--- config.mk ---
export PLATFORM = sky130hd
export DESIGN_NAME = dds_pwm_nco
export DESIGN_NICKNAME = d
export VERILOG_FILES = /design/src/rtl/dds_pkg.sv /design/src/rtl/dds_cfg_shadow.sv /design/src/rtl/dds_pwm_nco.sv
export SDC_FILE = /design/constraint.sdc
export NUM_CORES = 1
export LEC_CHECK = 0
export CELL_PAD_IN_SITES_DETAIL_PLACEMENT = 0
export CELL_PAD_IN_SITES_GLOBAL_PLACEMENT = 2
export CORE_MARGIN = 1
export CORE_UTILIZATION = 34
export CTS_BUF_LIST = sky130_fd_sc_hd__clkbuf_4
export DETAILED_ROUTE_END_ITERATION = 7
export HOLD_SLACK_MARGIN = 0.15
export PLACE_DENSITY_LB_ADDON = 0.3
export SLEW_MARGIN = 20
export SYNTH_ARGS = -nofsm -noshare
export SYNTH_HDL_FRONTEND = slang
export SYNTH_HIERARCHICAL = 1
export SYNTH_SLANG_ARGS = --single-unit
export TNS_END_PERCENT = 5
--- constraint.sdc ---
create_clock -name clk -period 6.35 [get_ports clk]
set_clock_uncertainty 0.05 [all_clocks]
set_input_delay 1.27 -clock clk [delete_from_list [all_inputs] [get_ports clk]]
set_output_delay 1.27 -clock clk [all_outputs]
set_load 0.02 [all_outputs]
--- src/rtl/dds_pkg.sv ---
// dds_pkg: shared defaults, configuration record and reset-duty helper for the DDS/PWM NCO.
package dds_pkg;
    localparam int DEF_ACC_W = 32;
    localparam int DEF_DUTY_W = 8;
    typedef struct packed {
        logic [DEF_ACC_W-1:0] f_word;
        logic [DEF_DUTY_W-1:0] duty;
        logic [DEF_ACC_W-1:0] phase;
    } dds_cfg_t;
    localparam logic [DEF_DUTY_W-1:0] DUTY_RST = DEF_DUTY_W'(1) << (DEF_DUTY_W - 1);
    function automatic logic [31:0] duty_rst(input int w);
        return 32'd1 << (w - 1);
    endfunction
endpackage

--- src/rtl/dds_cfg_shadow.sv ---
// dds_cfg_shadow: valid/ready capture into shadow registers, applied to the active set at a wrap or while idle.
module dds_cfg_shadow import dds_pkg::*; #(
    parameter int ACC_W = DEF_ACC_W,
    parameter int DUTY_W = DEF_DUTY_W
) (
    input  logic              clk,
    input  logic              rst,
    input  logic              en,
    input  logic              carry,
    input  logic              cfg_valid,
    output logic              cfg_ready,
    output logic              cfg_pending,
    input  logic [ACC_W-1:0]  cfg_f_word,
    input  logic [DUTY_W-1:0] cfg_duty,
    input  logic [ACC_W-1:0]  cfg_phase,
    output logic [ACC_W-1:0]  f_act,
    output logic [ACC_W-1:0]  phase_sel,
    output logic [DUTY_W-1:0] duty_sel
);
    logic pend, apply;
    logic [ACC_W-1:0] f_sh, phase_sh, phase_act;
    logic [DUTY_W-1:0] duty_sh, duty_act;
    assign cfg_ready = ~pend;
    assign cfg_pending = pend;
    assign apply = pend & (~en | carry);
    // Compare values must be those in force after this edge so wave tracks acc.
    always_comb begin
        phase_sel = apply ? phase_sh : phase_act;
        duty_sel = apply ? duty_sh : duty_act;
    end
    always_ff @(posedge clk) begin
        if (rst) begin
            pend <= 1'b0;
            f_sh <= '0;
            duty_sh <= '0;
            phase_sh <= '0;
            f_act <= '0;
            duty_act <= DUTY_W'(duty_rst(DUTY_W));
            phase_act <= '0;
        end else if (cfg_valid && cfg_ready) begin
            f_sh <= cfg_f_word;
            duty_sh <= cfg_duty;
            phase_sh <= cfg_phase;
            pend <= 1'b1;
        end else if (apply) begin
            f_act <= f_sh;
            duty_act <= duty_sh;
            phase_act <= phase_sh;
            pend <= 1'b0;
        end
    end
endmodule

--- src/rtl/dds_pwm_nco.sv ---
// dds_pwm_nco: phase-accumulator NCO producing a PWM/square wave with rise, fall and wrap strobes.
module dds_pwm_nco import dds_pkg::*; #(
    parameter int ACC_W = DEF_ACC_W,
    parameter int DUTY_W = DEF_DUTY_W
) (
    input  logic              clk,
    input  logic              rst,
    input  logic              en,
    input  logic              cfg_valid,
    output logic              cfg_ready,
    input  logic [ACC_W-1:0]  cfg_f_word,
    input  logic [DUTY_W-1:0] cfg_duty,
    input  logic [ACC_W-1:0]  cfg_phase,
    output logic              wave,
    output logic              rise_stb,
    output logic              fall_stb,
    output logic              wrap_stb,
    output logic              cfg_pending
);
    logic [ACC_W-1:0] acc, acc_nx, f_act, phase_sel, pos;
    logic [DUTY_W-1:0] duty_sel;
    logic carry, wave_nx;
    dds_cfg_shadow #(.ACC_W(ACC_W), .DUTY_W(DUTY_W)) u_shadow (
        .clk(clk),
        .rst(rst),
        .en(en),
        .carry(carry),
        .cfg_valid(cfg_valid),
        .cfg_ready(cfg_ready),
        .cfg_pending(cfg_pending),
        .cfg_f_word(cfg_f_word),
        .cfg_duty(cfg_duty),
        .cfg_phase(cfg_phase),
        .f_act(f_act),
        .phase_sel(phase_sel),
        .duty_sel(duty_sel)
    );
    always_comb begin
        {carry, acc_nx} = {1'b0, acc} + {1'b0, f_act};
        pos = acc_nx + phase_sel;
        wave_nx = pos[ACC_W-1 -: DUTY_W] < duty_sel;
    end
    // Idle forces wave low; fall_stb still reports a drop from high.
    always_ff @(posedge clk) begin
        if (rst) begin
            acc <= '0;
            wave <= 1'b0;
            rise_stb <= 1'b0;
            fall_stb <= 1'b0;
            wrap_stb <= 1'b0;
        end else if (!en) begin
            acc <= '0;
            wave <= 1'b0;
            rise_stb <= 1'b0;
            fall_stb <= wave;
            wrap_stb <= 1'b0;
        end else begin
            acc <= acc_nx;
            wave <= wave_nx;
            rise_stb <= wave_nx & ~wave;
            fall_stb <= ~wave_nx & wave;
            wrap_stb <= carry;
        end
    end
endmodule

# Word level (Yosys, flattened, before mapping)
# Index checks and enable logic that the tools add are counted.
# Widths: inputs -> output; s select.
classes:
  n_mux: 5
  n_addsub: 2
  magnitude_cmp: 1
  reduce_logical: 4
  bitwise_logic: 9
  n_eq_ne: 0
  shifts: 0
  mul: 0
  div: 0
op_table:
  columns: ["op", "count"]
  rows:
  - ["$add 32x32->33", 1]
  - ["$add 32x32->32", 1]
  - ["$mux 32", 1]
  - ["$lt 8x8->1", 1]
  - ["$mux 8", 1]
  - ["$not 1->1", 5]
  - ["$and 1x1->1", 3]
  - ["$mux 1", 3]
  - ["$reduce_and 2->1", 1]
  - ["$reduce_bool 2->1", 1]
  - ["$reduce_or 2->1", 1]
  - ["$logic_and 1x1->1", 1]
  - ["$or 1x1->1", 1]
totals:
  reg_bits: 181
  wordCells: 33
  latchBits: 0
  mem_bits_rw: 0
  output_inout_bits: 6
  inputBits: 76
  memories: 0
  rom_bits: 0

# Longest topological paths before layout
logic_depth:
  depth_word: 9
  ltp_mapped: 30
  ltp_nobuf: 29

# Modules after synthesis
# The synthesis kept the hierarchy.
modules_own_cells:
  columns: ["mod", "n_inst", "cells_per_inst", "area_per_inst_um2", "seq_area_each_um2"]
  rows:
  - ["dds_cfg_shadow", 1, 676, 6224.7, 2902.8]
  - ["dds_pwm_nco", 1, 433, 3667.3, 720.7]

# Worst setup path after synthesis
# Ideal clock, no wire load.
synth_timing:
  path_type: "register to register"
  from: "register u_shadow.f_act[0]"
  to: "register fall_stb"
  slack_ps: -239
  path_stages_with_launch: 31
  t_required_ps: 6178
  period_less_slack_ps: 6589
  n_path_buf: 1
  arrival_time_ps: 6418
  cell_sequence: "dfxtp_1 -> ha_1 -> inv_1 -> fa_1 -> nor2b_1 -> o31a_1 -> o31ai_4 -> o31ai_2 -> a41o_1 -> o31a_1 -> a31oi_1 -> o21ai_0 -> inv_1 -> a21oi_4 -> buf_4 -> mux2_2 -> ha_1 -> and3_1 -> a221o_1 -> o21ai_0 -> o211ai_1 -> or3b_1 -> a211o_1 -> a21oi_1 -> xnor2_1 -> ha_1 -> and3_1 -> a221o_1 -> nand2_1 -> o21ai_0 -> o311a_1"
synth_between:
  elab_chain_len: 9
  elab_cells_between_ends: 10
  cone_classes: "add/sub: 2; order compare: 1; mux: 3; bitwise: 4"
synth_rtl:
  columns: ["element", "line_no", "rtl"]
  rows:
  - ["from (decl)", "dds_cfg_shadow.sv:16", "output logic [ACC_W-1:0] f_act,"]
  - ["from (signal assigned)", "dds_cfg_shadow.sv:46", "f_act <= f_sh;"]
  - ["$add 32x32->33", "dds_pwm_nco.sv:39", "{carry, acc_nx} = {1'b0, acc} + {1'b0, f_act};"]
  - ["net carry", "dds_pwm_nco.sv:22", "logic carry, wave_nx;"]
  - ["$or 1x1->1", "dds_cfg_shadow.sv:25", "assign apply = pend & (~en | carry);"]
  - ["$and 1x1->1", "dds_cfg_shadow.sv:25", null]
  - ["$mux 32", "dds_cfg_shadow.sv:28", "phase_sel = apply ? phase_sh : phase_act;"]
  - ["net phase_sel[20]", "dds_pwm_nco.sv:20", "logic [ACC_W-1:0] acc, acc_nx, f_act, phase_sel, pos;"]
  - ["$add 32x32->32", "dds_pwm_nco.sv:40", "pos = acc_nx + phase_sel;"]
  - ["$lt 8x8->1", "dds_pwm_nco.sv:41", "wave_nx = pos[ACC_W-1 -: DUTY_W] < duty_sel;"]
  - ["$not 1->1", "dds_pwm_nco.sv:61", "fall_stb <= ~wave_nx & wave;"]
  - ["$and 1x1->1", "dds_pwm_nco.sv:61", null]
  - ["$mux 1", "dds_pwm_nco.sv:51", "end else if (!en) begin"]
  - ["to (signal assigned)", "dds_pwm_nco.sv:55", "fall_stb <= wave;"]
  - ["to (signal assigned)", "dds_pwm_nco.sv:61", null]
  - ["to (decl)", "dds_pwm_nco.sv:16", "output logic fall_stb,"]
# The timed path passes the listed nets, and every way through them passes these cells.
# A chain may end at the register's enable or synchronous reset.

# Final worst setup path
# Ends and elaborated chain as after synthesis.

==> metrics.cfg <==
[sta]
maxSlewHeadroom_pct=44.6
final_max_slew_viol_count=0
tightest_slew_ps=831
setup-violations-final=0
hold_viol=0
fmax_mhz=159
period_needed_ps=6300
hold_ws_ps=411
rsz0062_at_grt=yes
finalCritPeriodShare_pct=99.3

[synthesis]
ys_seq_area_share_pct=36.6
synth-edff-count=0
async_reset_ff_share_pct=0
ys_seq_elements=181
avgSynthCellArea_um2=8.92
synth_mux_area_share_pct=12.0
synth_nets=1255
synth_top_area_share_pct=36.6
synth_cells=1109
synth_commonest_cells=dfxtp_1 (181), nand2_1 (165), nand2b_1 (146)
synth_compound_area_share_pct=13.3
synth_top_flop_cell=dfxtp_1
yosysTopAreaCell=dfxtp_1
synth_top_family_by_area=simple AND/OR/NAND/NOR gates
synth_area_um2=9890
synthTopCellsByArea=dfxtp_1 (37%), nand2b_1 (9.2%), ha_1 (8.7%)
synth-xor-area-share_pct=3.01
synth.distinct_cells=59
synthAdderAreaFrac_pct=8.93
yosys_warnings=6
synth-simple-area-share_pct=21.7
synth.most_common_cell=dfxtp_1

[place]
dpl_cell_area_um2=11300
port_buffers=81
hpwl_um=16600
gp_congestion=0.811

[pwr]
intPower_mw=1.49
pwr-share-comb_pct=12.7
p_seq_share_pct=57.5
p_leak_nw=4.87
switching_share_pct=28.6
p_switching_mw=0.596
p_clk_share_pct=29.8
powerDensity_nw_per_um2=174
peakVddDrop_uv=124

[setup_path]
slowest_stage=or3b_4
worstPathMaxFanout=7
regToRegSetupSlack_ps=50
crit_type=reg -> reg
crit_path_start_kind=register
crit_path_max_incr_delay_ps=430
crit_required_ps=6770
cp.arrival_ps=6720
worstSetupEndpointType=register

[cts]
holdBufCountCts=0
cts_tree=done
clk_pin_slew_ps=160
insertion_delay_ps=580
clockBufferDepth=2
cts_buffers=17
root_buffer=clkbuf_4
cts_sinks=181
h-tree-depth=4

[grt]
grt-ovfl-total=0
antenna_found_initial=1
grtUsageMet1_pct=22.0
grt_usage_pct=16.2
grt_max_degree=103
grt.busiest_layer=met2
use_met3_pct=2.46
grt_pass1_vias=7627
grt_pass1_wl_um=39200
grtUsageMet2_pct=26.5

[floorplanning]
die_w_um=173
die_h_um=173
core_um2=28600
initial_core_util_pct=34.6
boundaryPins=82
die_area_um2=29800
core.rowCount=62

[routing]
drtIter0Drc=294
vias=7623
ant_nets=0
firstDrtPassIters=4
wl_per_cell_um=14.6
routed_wl_um=23600
drt_drc_violations_left=0
routed_via_density=4.72

[status]
status=finished, final reports clean

[cells_and_area]
drive_gt1_share_pct=14.5
area_delta_synth_final_pct=21.1
num-fill-cells=2908
final_area_um2=12000
fin_util_pct=41.9
final_nets=1364

[min_path]
hold_path_class=reg -> reg

[run]
drv_cap=0

-- through the flow --
step | setup TNS (ps) | worst slack [ps] | total power, mW | cells
floorplan | 0 | 0.864 | 1.38 | 1109
global placement | -389 | -169 | 1.48 | 1571
detailed placement | -778 | -282 | 1.48 | 1571
CTS | -42.1 | -41.5 | 2.13 | 1614
global route | -901 | -349 | 2.21 | 1616
finish | 0 | 46.5 | 2.09 | 1616
-- layer usage --
| layer | part of all wire (%) | routed length [µm] |
|---|---|---|
| met1 | 51 | 12000 |
| met2 | 46 | 10900 |
| met3 | 1.9 | 444 |
| met4 | 1.4 | 320 |
| met5 | 0 | 0 |
-- placed cells by master (no fill, tap or decap), drive strengths merged, types with 11 or more instances in the layout --
master,instances
xnor2,23
buf,68
a21oi,108
o21ai,18
and2,32
mux2i,74
mux2,40
and3,14
clkdlybuf4s50,80
nand2,165
nor2,20
ha,69
a21o,25
nand2b,146
xor2,11
clkbuf,19
inv,35
dfxtp,181
-- cell families (layout without fill, tap and decap cells) --
group / after synthesis / after routing
mux: 114 / 114
buf+inv: 84 / 206
other cells: 0 / 1
xor+xnor: 34 / 34
flops: 181 / 181
fa+ha+maj: 70 / 70
simple gates: 420 / 420
compound gates: 206 / 206
-- flip-flops by register name (all words and copies together) (netlist names) --
| register | flops |
|---|---|
| u_shadow/f_act | 32 |
| fall_stb | 1 |
| wrap_stb | 1 |
| wave | 1 |
| u_shadow/cfg_pending | 1 |
| acc | 32 |
| u_shadow/phase_sh | 32 |
| u_shadow/duty_act | 8 |
| rise_stb | 1 |
| u_shadow/duty_sh | 8 |
| u_shadow/f_sh | 32 |
| u_shadow/phase_act | 32 |
-- worst paths after layout --
| check | startpoint | endpoint | cells after the start |
|---|---|---|---|
| worst max-delay path | u_shadow/f_act[0] | fall_stb | 32 |
| worst min-delay path | u_shadow/f_sh[16] | u_shadow/f_act[16] | 2 |
| worst max register to register | u_shadow/f_act[0] | fall_stb | 32 |
| worst min register to register | u_shadow/f_sh[16] | u_shadow/f_act[16] | 2 |
-- cell type report --
class | instances | area (µm²) | share of cell area (%)
Antenna cell | 1 | 2.50 | 0.0209
Clock buffer | 19 | 143 | 1.19
Clock inverter | 13 | 113 | 0.940
Inverter | 26 | 97.6 | 0.815
Multi-Input combinational cell | 844 | 6140 | 51.3
Sequential cell | 181 | 3630 | 30.3
Tap cell | 384 | 480 | 4.01
Timing Repair Buffer | 148 | 1370 | 11.5
-- what timing repair did --
item	CTS	global route
setup endpoints to repair	3	3
setup buffers	11	1
cloned	1	0
gates resized for setup	42	11
pin swaps	26	13
-- power groups by stage --
stage | combinational (mW) | sequential [mW] | clock [mW]
after floorplan | 0.160 | 1.22 | 0
after global placement | 0.252 | 1.23 | 0
after detailed placement | 0.254 | 1.22 | 0
after CTS | 0.267 | 1.20 | 0.657
after global routing | 0.295 | 1.21 | 0.705
final | 0.264 | 1.20 | 0.623
-- worst max-delay path, delay by kind of cell (launching register included) --
kind,cells,cell delay [ps]
AOI/OAI and AO/OA,16,2930
xor gates and xnor gates,1,180
buffers and inverters,5,570
DFF,1,360
and+or+nand+nor,5,910
adders and majority gates,4,890
muxes,1,310
No activity file was read; power rests on OpenSTA's default activity.
